**src/rtl/uop_pkg.sv**
```systemverilog
// uop_pkg: definitions shared by the micro-op sequencer.
//   - Macro opcodes that expand into several micro-ops (OP_CALL, OP_RET, OP_RTI).
//   - First micro-opcode of the interrupt-entry sequence (OP_INT0).
//   - Sequencer state enum and the parts_of() lookup for macro expansion.
package uop_pkg;

  localparam int PKG_OPC_W = 5;

  localparam logic [PKG_OPC_W-1:0] OP_CALL = 5'b11000;
  localparam logic [PKG_OPC_W-1:0] OP_RET  = 5'b11010;
  localparam logic [PKG_OPC_W-1:0] OP_RTI  = 5'b11100;
  localparam logic [PKG_OPC_W-1:0] OP_INT0 = 5'b11110;

  typedef enum logic [1:0] {
    ISSUE = 2'd0,
    SEQ   = 2'd1,
    INT   = 2'd2
  } uop_state_e;

  // Number of micro-ops a macro instruction expands into.
  function automatic int unsigned parts_of(input logic [PKG_OPC_W-1:0] opc);
    case (opc)
      OP_CALL, OP_RET, OP_RTI: return 2;
      default:                 return 1;
    endcase
  endfunction

endpackage

```
**src/rtl/uop_sequencer_int_pending.sv**
```systemverilog
// uop_int_pending: interrupt pending latch, optional nesting mask and the
// int_ack pulse.
//   Config macro: UOP_SEQ_INT_MASK_EN (when defined, a pending interrupt is
//   held off while in_isr_i is set, so interrupts do not nest).
// Ports:
//   clk, rst_n   clock, synchronous active-low reset
//   stall_i      freeze int_ack; pending can still be latched
//   intr_req_i   interrupt request (level or pulse)
//   slot_i       sequencer is at an instruction boundary (ISSUE, no flush)
//   in_isr_i     sequencer is inside an interrupt service routine
//   take_o       combinational: interrupt entry starts on this edge
//   int_ack_o    registered one-cycle pulse aligned with the first INT micro-op
module uop_int_pending (
  input  logic clk,
  input  logic rst_n,
  input  logic stall_i,
  input  logic intr_req_i,
  input  logic slot_i,
  input  logic in_isr_i,
  output logic take_o,
  output logic int_ack_o
);

  logic pending_q;
  logic int_ack_q;
  logic masked;

`ifdef UOP_SEQ_INT_MASK_EN
  assign masked = in_isr_i;
`else
  // in_isr is status only here; interrupts nest.
  assign masked = in_isr_i & 1'b0;
`endif

  assign take_o    = pending_q & slot_i & ~stall_i & ~masked;
  assign int_ack_o = int_ack_q;

  always_ff @(posedge clk) begin
    if (!rst_n) begin
      pending_q <= 1'b0;
      int_ack_q <= 1'b0;
    end else begin
      if (!stall_i) int_ack_q <= take_o;
      // A request arriving on the take edge merges with the one being taken.
      if (take_o)          pending_q <= 1'b0;
      else if (intr_req_i) pending_q <= 1'b1;
    end
  end

endmodule

```
**src/rtl/uop_sequencer.sv**
```systemverilog
// uop_sequencer: registered front end to the instruction decoder. Expands
// CALL/RET/RTI into consecutive micro-ops and injects an interrupt-entry
// sequence at instruction boundaries.
//   Config macro: UOP_SEQ_INT_MASK_EN (non-nesting interrupts, see
//   uop_int_pending).
// Ports:
//   clk, rst_n                 clock, synchronous active-low reset
//   instr_valid, instr_opcode  instruction from the decode latch
//   stall_in                   freeze all state and outputs
//   flush                      squash the current issue slot
//   intr_req                   interrupt request
//   uop_valid, uop_opcode      micro-op to the decoder (1-cycle latency)
//   uop_bubble                 decoder bubble, always !uop_valid
//   fetch_hold                 fetch/PC must not advance next cycle
//   int_ack                    pulse when interrupt entry starts
//   in_isr                     set on interrupt entry, cleared on RTI part 0
module uop_sequencer
  import uop_pkg::*;
#(
  parameter int               OPC_W     = 5,
  parameter int               MAX_PARTS = 2,
  parameter int               INT_PARTS = 2,
  parameter logic [OPC_W-1:0] INT_BASE  = OP_INT0
) (
  input  logic             clk,
  input  logic             rst_n,
  input  logic             instr_valid,
  input  logic [OPC_W-1:0] instr_opcode,
  input  logic             stall_in,
  input  logic             flush,
  input  logic             intr_req,
  output logic             uop_valid,
  output logic [OPC_W-1:0] uop_opcode,
  output logic             uop_bubble,
  output logic             fetch_hold,
  output logic             int_ack,
  output logic             in_isr
);

  localparam int              PC_W      = $clog2(MAX_PARTS + 1);
  localparam logic [PC_W-1:0] ONE       = PC_W'(1);
  localparam logic [PC_W-1:0] INT_N     = PC_W'(INT_PARTS);
  localparam bit              INT_MULTI = (INT_PARTS > 1);

  uop_state_e       state_q, state_d;
  logic [PC_W-1:0]  part_cnt_q, part_cnt_d;
  logic [OPC_W-1:0] base_q, base_d;
  logic             uop_valid_q, uop_valid_d;
  logic             uop_bubble_q, uop_bubble_d;
  logic [OPC_W-1:0] uop_opcode_q, uop_opcode_d;
  logic             fetch_hold_q, fetch_hold_d;
  logic             in_isr_q, in_isr_d;

  logic [PC_W-1:0]  instr_parts, seq_parts, part_cnt_inc;
  logic             seq_last, int_last, take, int_ack_w;

  assign instr_parts  = PC_W'(parts_of(instr_opcode));
  assign seq_parts    = PC_W'(parts_of(base_q));
  assign part_cnt_inc = part_cnt_q + ONE;
  assign seq_last     = (part_cnt_inc == seq_parts);
  assign int_last     = (part_cnt_inc == INT_N);

  uop_int_pending u_int_pending (
    .clk        (clk),
    .rst_n      (rst_n),
    .stall_i    (stall_in),
    .intr_req_i (intr_req),
    .slot_i     ((state_q == ISSUE) && !flush),
    .in_isr_i   (in_isr_q),
    .take_o     (take),
    .int_ack_o  (int_ack_w)
  );

  // State register (all outputs are registered here too).
  always_ff @(posedge clk) begin
    if (!rst_n) begin
      state_q      <= ISSUE;
      part_cnt_q   <= '0;
      base_q       <= '0;
      uop_valid_q  <= 1'b0;
      uop_bubble_q <= 1'b1;
      uop_opcode_q <= '0;
      fetch_hold_q <= 1'b0;
      in_isr_q     <= 1'b0;
    end else begin
      state_q      <= state_d;
      part_cnt_q   <= part_cnt_d;
      base_q       <= base_d;
      uop_valid_q  <= uop_valid_d;
      uop_bubble_q <= uop_bubble_d;
      uop_opcode_q <= uop_opcode_d;
      fetch_hold_q <= fetch_hold_d;
      in_isr_q     <= in_isr_d;
    end
  end

  // Next-state logic.
  always_comb begin
    state_d    = state_q;
    part_cnt_d = part_cnt_q;
    base_d     = base_q;
    if (!stall_in) begin
      case (state_q)
        ISSUE: begin
          if (flush) begin
            // squashed slot, stay
          end else if (take) begin
            if (INT_MULTI) begin
              state_d    = INT;
              part_cnt_d = ONE;
            end
          end else if (instr_valid && (instr_parts > ONE)) begin
            state_d    = SEQ;
            part_cnt_d = ONE;
            base_d     = instr_opcode;
          end
        end
        SEQ: begin
          if (flush || seq_last) begin
            state_d    = ISSUE;
            part_cnt_d = '0;
          end else begin
            part_cnt_d = part_cnt_inc;
          end
        end
        INT: begin
          // Interrupt entry is atomic: flush is not looked at.
          if (int_last) begin
            state_d    = ISSUE;
            part_cnt_d = '0;
          end else begin
            part_cnt_d = part_cnt_inc;
          end
        end
        default: begin
          state_d    = ISSUE;
          part_cnt_d = '0;
        end
      endcase
    end
  end

  // Output logic (next values of the registered outputs).
  always_comb begin
    uop_valid_d  = uop_valid_q;
    uop_opcode_d = uop_opcode_q;
    fetch_hold_d = fetch_hold_q;
    in_isr_d     = in_isr_q;
    if (!stall_in) begin
      uop_valid_d  = 1'b0;
      uop_opcode_d = '0;
      fetch_hold_d = 1'b0;
      case (state_q)
        ISSUE: begin
          if (flush) begin
            // bubble
          end else if (take) begin
            uop_valid_d  = 1'b1;
            uop_opcode_d = INT_BASE;
            fetch_hold_d = INT_MULTI;
            in_isr_d     = 1'b1;
          end else if (instr_valid) begin
            uop_valid_d  = 1'b1;
            uop_opcode_d = instr_opcode;
            fetch_hold_d = (instr_parts > ONE);
            if (instr_opcode == OP_RTI) in_isr_d = 1'b0;
          end
        end
        SEQ: begin
          if (!flush) begin
            uop_valid_d  = 1'b1;
            uop_opcode_d = base_q + OPC_W'(part_cnt_q);
            fetch_hold_d = !seq_last;
          end
        end
        INT: begin
          uop_valid_d  = 1'b1;
          uop_opcode_d = INT_BASE + OPC_W'(part_cnt_q);
          fetch_hold_d = !int_last;
        end
        default: ;
      endcase
    end
    uop_bubble_d = !uop_valid_d;
  end

  assign uop_valid  = uop_valid_q;
  assign uop_opcode = uop_opcode_q;
  assign uop_bubble = uop_bubble_q;
  assign fetch_hold = fetch_hold_q;
  assign int_ack    = int_ack_w;
  assign in_isr     = in_isr_q;

endmodule
```
**config.mk**
```make
export PLATFORM = sky130hd
export DESIGN_NAME = uop_sequencer
export DESIGN_NICKNAME = d
export VERILOG_FILES = /design/src/rtl/uop_pkg.sv /design/src/rtl/uop_sequencer_int_pending.sv /design/src/rtl/uop_sequencer.sv
export SDC_FILE = /design/constraint.sdc
export NUM_CORES = 1
export LEC_CHECK = 0
export ABC_AREA = 1
export BUFFER_PORTS_ARGS = -buffer_cell sky130_fd_sc_hd__buf_2
export CORE_MARGIN = 2
export CORE_UTILIZATION = 40
export CTS_BUF_LIST = sky130_fd_sc_hd__clkbuf_16
export DETAILED_ROUTE_END_ITERATION = 10
export GPL_ROUTABILITY_DRIVEN = 0
export PLACE_DENSITY_LB_ADDON = 0.1
export SLEW_MARGIN = 30
export SYNTH_ARGS = -nofsm -noshare
export SYNTH_HDL_FRONTEND = slang
export SYNTH_SLANG_ARGS = --single-unit
```
**constraint.sdc**
```tcl
create_clock -name clk -period 1.9 [get_ports clk]
set_input_delay 0.38 -clock clk [delete_from_list [all_inputs] [get_ports clk]]
set_output_delay 0.38 -clock clk [all_outputs]
set_load 0.01 [all_outputs]
```
==> metrics.cfg, run 1 <==
[run_status]
status=finished clean

[timing]
maxSlewHeadroom_pct=64.3
tightest_slew_ns=0.535
final-setup-viol-count=0
rsz0062_at_grt=false
period_share_pct=87.5
skew_ns=0.00159
finalCriticalPeriod_ns=1.66
slew_viol_final=0
hold_viol=0
tns_ns=0
fmax_mhz=602

[synth]
syn_inst=162
synth_area_leaders=dfxtp_1 35%, nand2_1 14%, a21oi_1 8.0%
synth_ff_type=dfxtp_1
yosysTopAreaCellShare_pct=35.4
yosysTopAreaCell=dfxtp_1
ys_ff_latch=20
synth_commonest_cells=41 x nand2_1, 22 x inv_1, 20 x dfxtp_1
ys_types=30
synthAdderAreaFrac_pct=6.19
synth_mux_area_share_pct=0
synth_top_family_by_area=simple AND/OR/NAND/NOR gates
yosys_warnings=0
synth_most_common_cell=nand2_1
avgSynthCellArea_um2=6.98
syn_nets=178
synthArstFlopShare_pct=0
synth-compound-area-share_pct=17.1
synth_edf_count=0
syn_area_um2=1130
yosysSeqAreaShare_pct=35.4
synth_simple_gate_area_share_pct=31.5
synth_xor_area_share_pct=0

[floorplanning]
rows=19
coreArea_um2=2710
start_util_pct=41.7
die_area_um2=3270
die_w_um=57.2
ioPinCount=21
die_h_um=57.2

[critical_path]
crit_buf_inv=0
endpoint_kind=flip-flop
crit_required_ns=2.02
critical_path.startpoint_type=flip-flop
reg2reg_depth=6
cpMaxStageDelayCell=fa_1
path_max_fanout=5
cp.depth=6
path_class=reg -> reg
cp_slowest_stage_delay_ns=0.38
cp_top_family=adder cells
path_cells=ha_1 -> fa_1 -> nor2_1 -> and3b_1 -> o21ai_0 -> a21oi_1
cp.arrival_ns=1.78

[placed_design]
placed_cells=210
io_buffers=20
place_hpwl_um=2090

[clocking]
cts_buffer_depth=2
cts_resized=0
path_clk_slew_ns=0.06
cts.sinks=20
cts_buffers=3
root_buffer=clkbuf_16
cts_hold_buffers=0
worstSkewPairLatency_ns=0.25
post_cts_buffers=0
cts_tree=yes
htree_levels=1

[power_and_ir_drop]
power_density_nw_per_um2=870
total_power_mw=1.18
ir_drop_mv=0.566
leakage_nw=0.647

[final_layout]
diodes=0
num-fill-cells=294
stdcell_count=214
layout.nets=200
layout-drive-gt1-share_pct=21.3
multi_input_area_um2=621
post-route-util_pct=50.0
seqCellArea_um2=400
synthToLayoutAreaGrowth_pct=19.8

[hold_path]
hold_class=in -> reg
whs_path_depth=3

[drt]
viasPerCell=5.05
drcViolationCount=0
route.detailed.wl_per_inst_um=12.6
drt_pass1_iterations=4
final_antenna_net_count=0
drt-total-wl_um=2690
drt_iter0_drc=34
vias=1081

[global_routing]
grt_antenna_before_repair=0
grt_pass1_wl_um=4440
grt.overflow.total=0
grt_use_total_pct=17.6
grt_pass1_vias=999
grt_max_degree=16

[run]
max-cap-violations=0

## routing by layer
layer,vias up,share of wire (%),global-route usage [%]
li1,572,-,-
met1,475,50,24.2
met2,29,43,26.9
met3,5,4.8,3.40
met4,0,1.5,7.64
met5,-,0,0
## worst paths after layout
kind | startpoint | to | slack [ns]
max | part_cnt_q[0]$_SDFFE_PN0P_ | uop_opcode[2]$_SDFFE_PN0N_ | 0.24
min | intr_req | u_int_pending.pending_q$_SDFFE_PP0P_ | 0.35
max reg2reg | part_cnt_q[0]$_SDFFE_PN0P_ | uop_opcode[2]$_SDFFE_PN0N_ | 0.24
min reg2reg | u_int_pending.int_ack_o$_SDFFE_PN0N_ | u_int_pending.int_ack_o$_SDFFE_PN0N_ | 0.45
## sequential cells by signal, indices dropped and copies added, names as in the netlist, 2 cells and up
name and flops:
base_q 5, state_q 2, part_cnt_q 2, uop_opcode 5
## metrics by stage
step	worst slack, ns	instance area (um^2)	hold slack (ns)
finish	0.238	1360	0.355
global route	0.136	1360	0.379
CTS	0.227	1360	0.354
detailed placement	0.236	1250	0.448
global placement	0.258	1250	0.449
floorplan	0.406	1130	0.444
## layout by cell type, fill, tap and decap left out, drive strengths merged
master	netlist	final
a21oi	19	19
a22oi	1	1
a31oi	1	1
and3b	1	1
buf	2	20
bufinv	0	1
clkbuf	1	3
dfxtp	20	20
fa	1	1
ha	4	4
inv	24	24
nand2	47	47
nand3	8	8
nand3b	1	1
nand4	4	4
nor2	12	12
nor3	2	2
o211ai	2	2
o21ai	9	9
o21bai	1	1
o31ai	1	1
or2	1	1
## area by class of cell
cell class                      count  area share, %
Clock inverter                      1           2.22
Timing Repair Buffer               20           7.39
Sequential cell                    20           29.5
Tap cell                           31           2.86
Inverter                           24           6.65
Clock buffer                        3           5.54
Multi-Input combinational cell    115           45.8
## power breakdown
| group | leakage (nW) | internal [mW] | switching (mW) | total [mW] |
|---|---|---|---|---|
| clock | 0.0511 | 0.418 | 0.167 | 0.585 |
| sequential | 0.163 | 0.437 | 0.0136 | 0.451 |
| combinational | 0.434 | 0.0511 | 0.0913 | 0.142 |
| total | 0.647 | 0.907 | 0.272 | 1.18 |
## worst register-to-register path: cells and delay by family, from the launching register on
kind | cells | cell delay, ns
adder cells (fa/ha/maj) | 2 | 0.62
AND/OR/NAND/NOR | 2 | 0.27
AO/OA/AOI/OAI | 2 | 0.29
flip-flops | 1 | 0.35
## kinds of logic (layout without fill, tap and decap cells)
kind of cell	count (synthesis)	after routing
fa+ha+maj	5	5
buf+inv	27	48
flops	20	20
simple gates	76	76
compound gates	34	34
Note: power is estimated with default switching activity, not from simulation.
==> inputs of run 2 (changes only) <==
Settings changed: SYNTH_HIERARCHICAL set to 1.
==> metrics.cfg, run 2 <==
[run_status]
status=finished clean

[synth]
yosysTopAreaCellShare_pct=35.8
syn_nets=180
syn_inst=164
yosysSeqAreaShare_pct=35.8
synth_mux_area_share_pct=0
synthArstFlopShare_pct=0
synth_top_family_by_area=simple AND/OR/NAND/NOR gates
syn_area_um2=1120
yosys_warnings=6
synth_most_common_cell=nand2_1
avgSynthCellArea_um2=6.83
synth-compound-area-share_pct=16.3
ys_types=29
synth_simple_gate_area_share_pct=31.5
synth_area_leaders=dfxtp_1 36%, nand2_1 15%, a21oi_1 7.2%
synth_commonest_cells=46 x nand2_1, 20 x dfxtp_1, 19 x inv_1
synth_xor_area_share_pct=0.782
synth_edf_count=0
synth_ff_type=dfxtp_1
synthAdderAreaFrac_pct=6.26
ys_ff_latch=20
yosysTopAreaCell=dfxtp_1

[drt]
vias=1082
drcViolationCount=0
final_antenna_net_count=0
drt_pass1_iterations=4
route.detailed.wl_per_inst_um=11.6
viasPerCell=4.92
drt-total-wl_um=2550
drt_iter0_drc=35

[critical_path]
critical_path.startpoint_type=flip-flop
reg2reg_depth=12
cpMaxStageDelayCell=dfxtp_1
path_class=reg -> reg
endpoint_kind=flip-flop
path_max_fanout=8
cp_slowest_stage_delay_ns=0.39
path_cells=nor2_2 -> inv_2 -> nor2_2 -> nand3_2 -> inv_2 -> o21ai_0 -> nor2_2 -> buf_4 -> o31ai_2 -> nand2_1 -> nand2_1 -> inv_1
r2r_slack_ns=0.22
cp_common_cell=nor2_2
crit_buf_inv=4
cp_top_family=simple AND/OR/NAND/NOR gates
cp.arrival_ns=1.82
regToRegEndpoint=uop_valid$_SDFF_PN0_
crit_required_ns=2.05
r2r-start=state_q[1]$_SDFFE_PN0P_

[final_layout]
layout-drive-gt1-share_pct=24.3
diodes=0
final_common_cell=nand2_1
final_cell_mix=46 x nand2_1, 20 x dfxtp_1, 20 x buf_2
synthToLayoutAreaGrowth_pct=21.7
final_area_um2=1360
layout.nets=207

[hold_path]
hp-start=rst_n
whs_path_depth=2
hold_class=in -> reg
hold_end=uop_bubble$_SDFF_PN1_

[power_and_ir_drop]
seqPwrFrac_pct=45.0
netSwitchingPower_uw=222
internal_power_uw=752
ir_drop_mv=0.455
pwr-share-comb_pct=11.8
netSwitchingFraction_pct=22.8
leakage_nw=0.650
clock_power_share_pct=43.2
power_density_nw_per_um2=715

[timing]
tightest_slew_ns=0.501
rsz0062_at_grt=false
final-setup-viol-count=0
maxSlewHeadroom_pct=66.6
finalCriticalPeriod_ns=1.68
hold_viol=0
whs_ns=0.400
slew_viol_final=0
fmax_mhz=596
tns_ns=0
period_share_pct=88.4
skew_ns=0.00152

[placed_design]
place_hpwl_um=2020
place_area_um2=1270
io_buffers=20

[floorplanning]
ioPinCount=21
start_util_pct=41.3
die_h_um=56.9
die_area_um2=3240
die_w_um=56.9
coreArea_um2=2710
rows=19

[run]
max-cap-violations=0

[clocking]
cts_buffer_depth=2
root_buffer=clkbuf_16
htree_levels=1
path_clk_slew_ns=0.05
cts_tree=yes
cts_buffers=3
worstSkewPairLatency_ns=0.25
cts.sinks=20

[global_routing]
grt_pass1_wl_um=4350
grt_max_degree=15
grt_use_total_pct=17.4
grt.overflow.total=0
grt_pass1_vias=1023
grt_antenna_before_repair=0

run 2: cell count changes after synthesis, sizes merged, moves of 2 or more:
| cell | before | now |
|---|---|---|
| nand4 | 4 | 1 |
| nor2 | 12 | 16 |
| nor3 | 2 | 4 |
| o21ai | 9 | 11 |
run 2: timing repair:
item,4_1_cts,5_1_grt
hold buffers,0,0
gates resized for setup,0,3
buffers inserted,0,1
setup endpoints to repair,0,3
run 2: logic make-up (layout without fill, tap and decap cells):
| group | count (synthesis) | after routing |
|---|---|---|
| and+or+nand+nor | 78 | 78 |
| AOI/OAI and AO/OA | 33 | 33 |
| adders and majority gates | 5 | 5 |
| buffers and inverters | 27 | 52 |
| xor gates and xnor gates | 1 | 1 |
| DFF | 20 | 20 |
run 2: layer usage:
metal / global-route usage, % / up-vias / part of all wire (%)
met5: 0 / - / 0
met4: 8.64 / 0 / 2.7
met3: 3.00 / 6 / 2.7
met2: 27.8 / 16 / 46
met1: 22.6 / 484 / 48
li1: - / 576 / -
run 2: power groups by stage:
| stage | Clock, mW | Combinational [mW] | Sequential [mW] |
|---|---|---|---|
| 2_1_floorplan | 0 | 0.0652 | 0.451 |
| 3_3_place_gp | 0 | 0.110 | 0.447 |
| 6_report | 0.421 | 0.115 | 0.439 |
| 3_5_place_dp | 0 | 0.110 | 0.448 |
| 4_1_cts | 0.436 | 0.111 | 0.439 |
| 5_1_grt | 0.451 | 0.130 | 0.440 |
run 2: worst max-delay path by stage:
stage | cells after the start | startpoint | end | slack, ns
6_report | 12 | state_q[1]$_SDFFE_PN0P_ | uop_valid$_SDFF_PN0_ | 0.22
5_1_grt | 12 | state_q[1]$_SDFFE_PN0P_ | uop_valid$_SDFF_PN0_ | 0.03
4_1_cts | 11 | state_q[1]$_SDFFE_PN0P_ | uop_opcode[4]$_SDFFE_PN0N_ | 0.21
3_5_place_dp | 11 | state_q[1]$_SDFFE_PN0P_ | uop_opcode[4]$_SDFFE_PN0N_ | 0.23
3_3_place_gp | 11 | state_q[0]$_SDFFE_PN0P_ | uop_opcode[4]$_SDFFE_PN0N_ | 0.26
2_1_floorplan | 11 | state_q[1]$_SDFFE_PN0P_ | uop_opcode[4]$_SDFFE_PN0N_ | 0.33
run 2: cell type report:
| cell class | instances | area, um^2 |
|---|---|---|
| clock buffer | 3 | 75.1 |
| multi-input combinational | 117 | 624 |
| tap | 31 | 38.8 |
| fill | 279 | 1350 |
| inverter | 25 | 93.8 |
| timing repair buffer | 24 | 130 |
| sequential | 20 | 400 |
run 2: per-stage QoR:
| step | utilization (%) | setup slack (ns) | power [mW] | cells |
|---|---|---|---|---|
| floorplan | - | 0.327 | 0.516 | 164 |
| global placement | 46.9 | 0.265 | 0.557 | 216 |
| detailed placement | 46.9 | 0.231 | 0.558 | 216 |
| CTS | 49.6 | 0.214 | 0.985 | 219 |
| global route | 50.3 | 0.0265 | 1.02 | 220 |
| finish | 50.3 | 0.221 | 0.975 | 220 |
run 2: worst reg2reg max path: stages, from the launching register on:
cell and delay, ns:
dfxtp_1 0.39, nor2_2 0.06, inv_2 0.10, nor2_2 0.05
nand3_2 0.08, inv_2 0.08, o21ai_0 0.21, nor2_2 0.09
buf_4 0.14, o31ai_2 0.19, nand2_1 0.08, nand2_1 0.07
inv_1 0.04
==> inputs of run 3 (changes only) <==
Settings changed: CTS_BUF_LIST sky130_fd_sc_hd__clkbuf_16 to unset.
==> metrics.cfg, run 3 (same netlist as run 2, synthesis figures left out) <==
[global_routing]
grt_util_met2_pct=27.4
grt_pass1_vias=1010
grt_pass1_wl_um=4280
use_met3_pct=3.23
use_met1_pct=21.9
grt.overflow.total=0
grt_use_total_pct=17.0
grt_antenna_before_repair=0
grt.busiest_layer=met2
grt_max_degree=15

[final_layout]
multi_input_area_um2=619
final_common_cell=nand2_1
diodes=0
seqCellArea_um2=402
synthToLayoutAreaGrowth_pct=16.6
layout.nets=207
final_cell_mix=46 x nand2_1, 20 x buf_2, 19 x inv_1, 19 x dfxtp_1, 16 x a21oi_1
layout-drive-gt1-share_pct=24.3
final_area_um2=1310
num-fill-cells=286

[placed_design]
place_area_um2=1270
place_hpwl_um=2020
io_buffers=20

[floorplanning]
rows=19
die_h_um=56.9
coreArea_um2=2710
ioPinCount=21
die_w_um=56.9
start_util_pct=41.3
die_area_um2=3240

[drt]
drt_pass1_iterations=4
drt_iter0_drc=29
drcViolationCount=0
viasPerCell=4.90
vias=1077
drt-total-wl_um=2520
route.detailed.wl_per_inst_um=11.5
final_antenna_net_count=0

[critical_path]
cp.arrival_ns=1.90
endpoint_kind=flip-flop
r2r-start=state_q[0]$_SDFFE_PN0P_
cp-startpoint=state_q[0]$_SDFFE_PN0P_
reg2reg_depth=12
path_class=reg -> reg
regToRegEndpoint=uop_valid$_SDFF_PN0_
path_max_fanout=8
r2r_slack_ns=0.20
crit_required_ns=2.10
critPathCapture=uop_valid$_SDFF_PN0_
critical_path.startpoint_type=flip-flop

[timing]
whs_ns=0.335
tightest_slew_ns=0.497
slew_viol_final=0
final-setup-viol-count=0
fmax_mhz=589
skew_ns=0.00679
tns_ns=0
maxSlewHeadroom_pct=66.9
hold_viol=0
period_share_pct=89.3
rsz0062_at_grt=false
finalCriticalPeriod_ns=1.70

[clocking]
worstSkewPairLatency_ns=0.30
path_clk_slew_ns=0.11
htree_levels=1
cts_buffer_depth=2
cts_hold_buffers=0
cts_tree=yes
root_buffer=clkbuf_4
cts.sinks=20
cts_buffers=3

[power_and_ir_drop]
netSwitchingPower_uw=205
total_power_uw=753
ir_drop_mv=0.393
internal_power_uw=548
pwr-share-comb_pct=15.0
power_density_nw_per_um2=577
clock_power_share_pct=26.8
leakage_nw=0.629
seqPwrFrac_pct=58.2
netSwitchingFraction_pct=27.3

[hold_path]
hold_class=in -> reg
hp-start=rst_n

[run_status]
status=finished clean

[run]
max-cap-violations=0

==> run 3: changes by cell type in the layout (fill, tap and decap cells not counted) <==
cell | before | now
clkbuf_16 | 3 | 0
clkbuf_4 | 0 | 3
dfxtp_1 | 20 | 19
dfxtp_2 | 0 | 1
o31ai_1 | 0 | 1
o31ai_2 | 1 | 0
==> run 3: worst max-delay path, stage by stage, from the launching register on <==
cell and delay [ns]:
dfxtp_1 0.39, nor2_2 0.07, inv_2 0.10, nor2_2 0.05, nand3_2 0.08, inv_2 0.07, o21ai_0 0.20, nor2_2 0.09
buf_4 0.14, o31ai_1 0.21, nand2_1 0.08, nand2_1 0.07, inv_1 0.04
==> run 3: area by class of cell <==
class / instances / share of cell area (%)
Clock buffer: 3 / 1.72
Inverter: 25 / 7.18
Multi-Input combinational cell: 117 / 47.4
Sequential cell: 20 / 30.7
Tap cell: 31 / 2.97
Timing Repair Buffer: 24 / 9.96
==> run 3: worst min-delay path by stage <==
stage	to	slack, ns	cells past startpoint
after global routing	uop_bubble$_SDFF_PN1_	0.34	2
after detailed placement	u_int_pending/int_ack_o$_SDFFE_PN0N_	0.45	2
after CTS	uop_bubble$_SDFF_PN1_	0.33	2
after global placement	fetch_hold$_SDFFE_PN0N_	0.44	2
after floorplan	base_q[4]$_SDFFE_PN0P_	0.44	2
final	uop_bubble$_SDFF_PN1_	0.34	2
==> run 3: power groups by stage <==
| stage | sequential [mW] | combinational, mW | clock [mW] |
|---|---|---|---|
| 2_1_floorplan | 0.451 | 0.0652 | 0 |
| 3_3_place_gp | 0.447 | 0.110 | 0 |
| 3_5_place_dp | 0.448 | 0.110 | 0 |
| 4_1_cts | 0.438 | 0.110 | 0.210 |
| 5_1_grt | 0.440 | 0.128 | 0.223 |
| 6_report | 0.438 | 0.113 | 0.202 |
==> run 3: per-stage QoR <==
step	std cells	setup WS (ns)	utilization (%)
2_1_floorplan	164	0.327	-
4_1_cts	219	0.199	47.7
3_5_place_dp	216	0.231	46.9
6_report	220	0.203	48.2
5_1_grt	220	0.0221	48.2
3_3_place_gp	216	0.265	46.9
==> run 3: what timing repair did <==
| action | 4_1_cts | 5_1_grt |
|---|---|---|
| buffers inserted | 0 | 1 |
| resized for setup | 0 | 3 |
| endpoints found under the setup margin | 0 | 3 |
==> run 3: metal layers <==
metal	part of all wire (%)	vias to the layer above
met2	46	16
met3	3.2	6
met5	0	-
li1	-	576
met4	2.0	0
met1	49	479
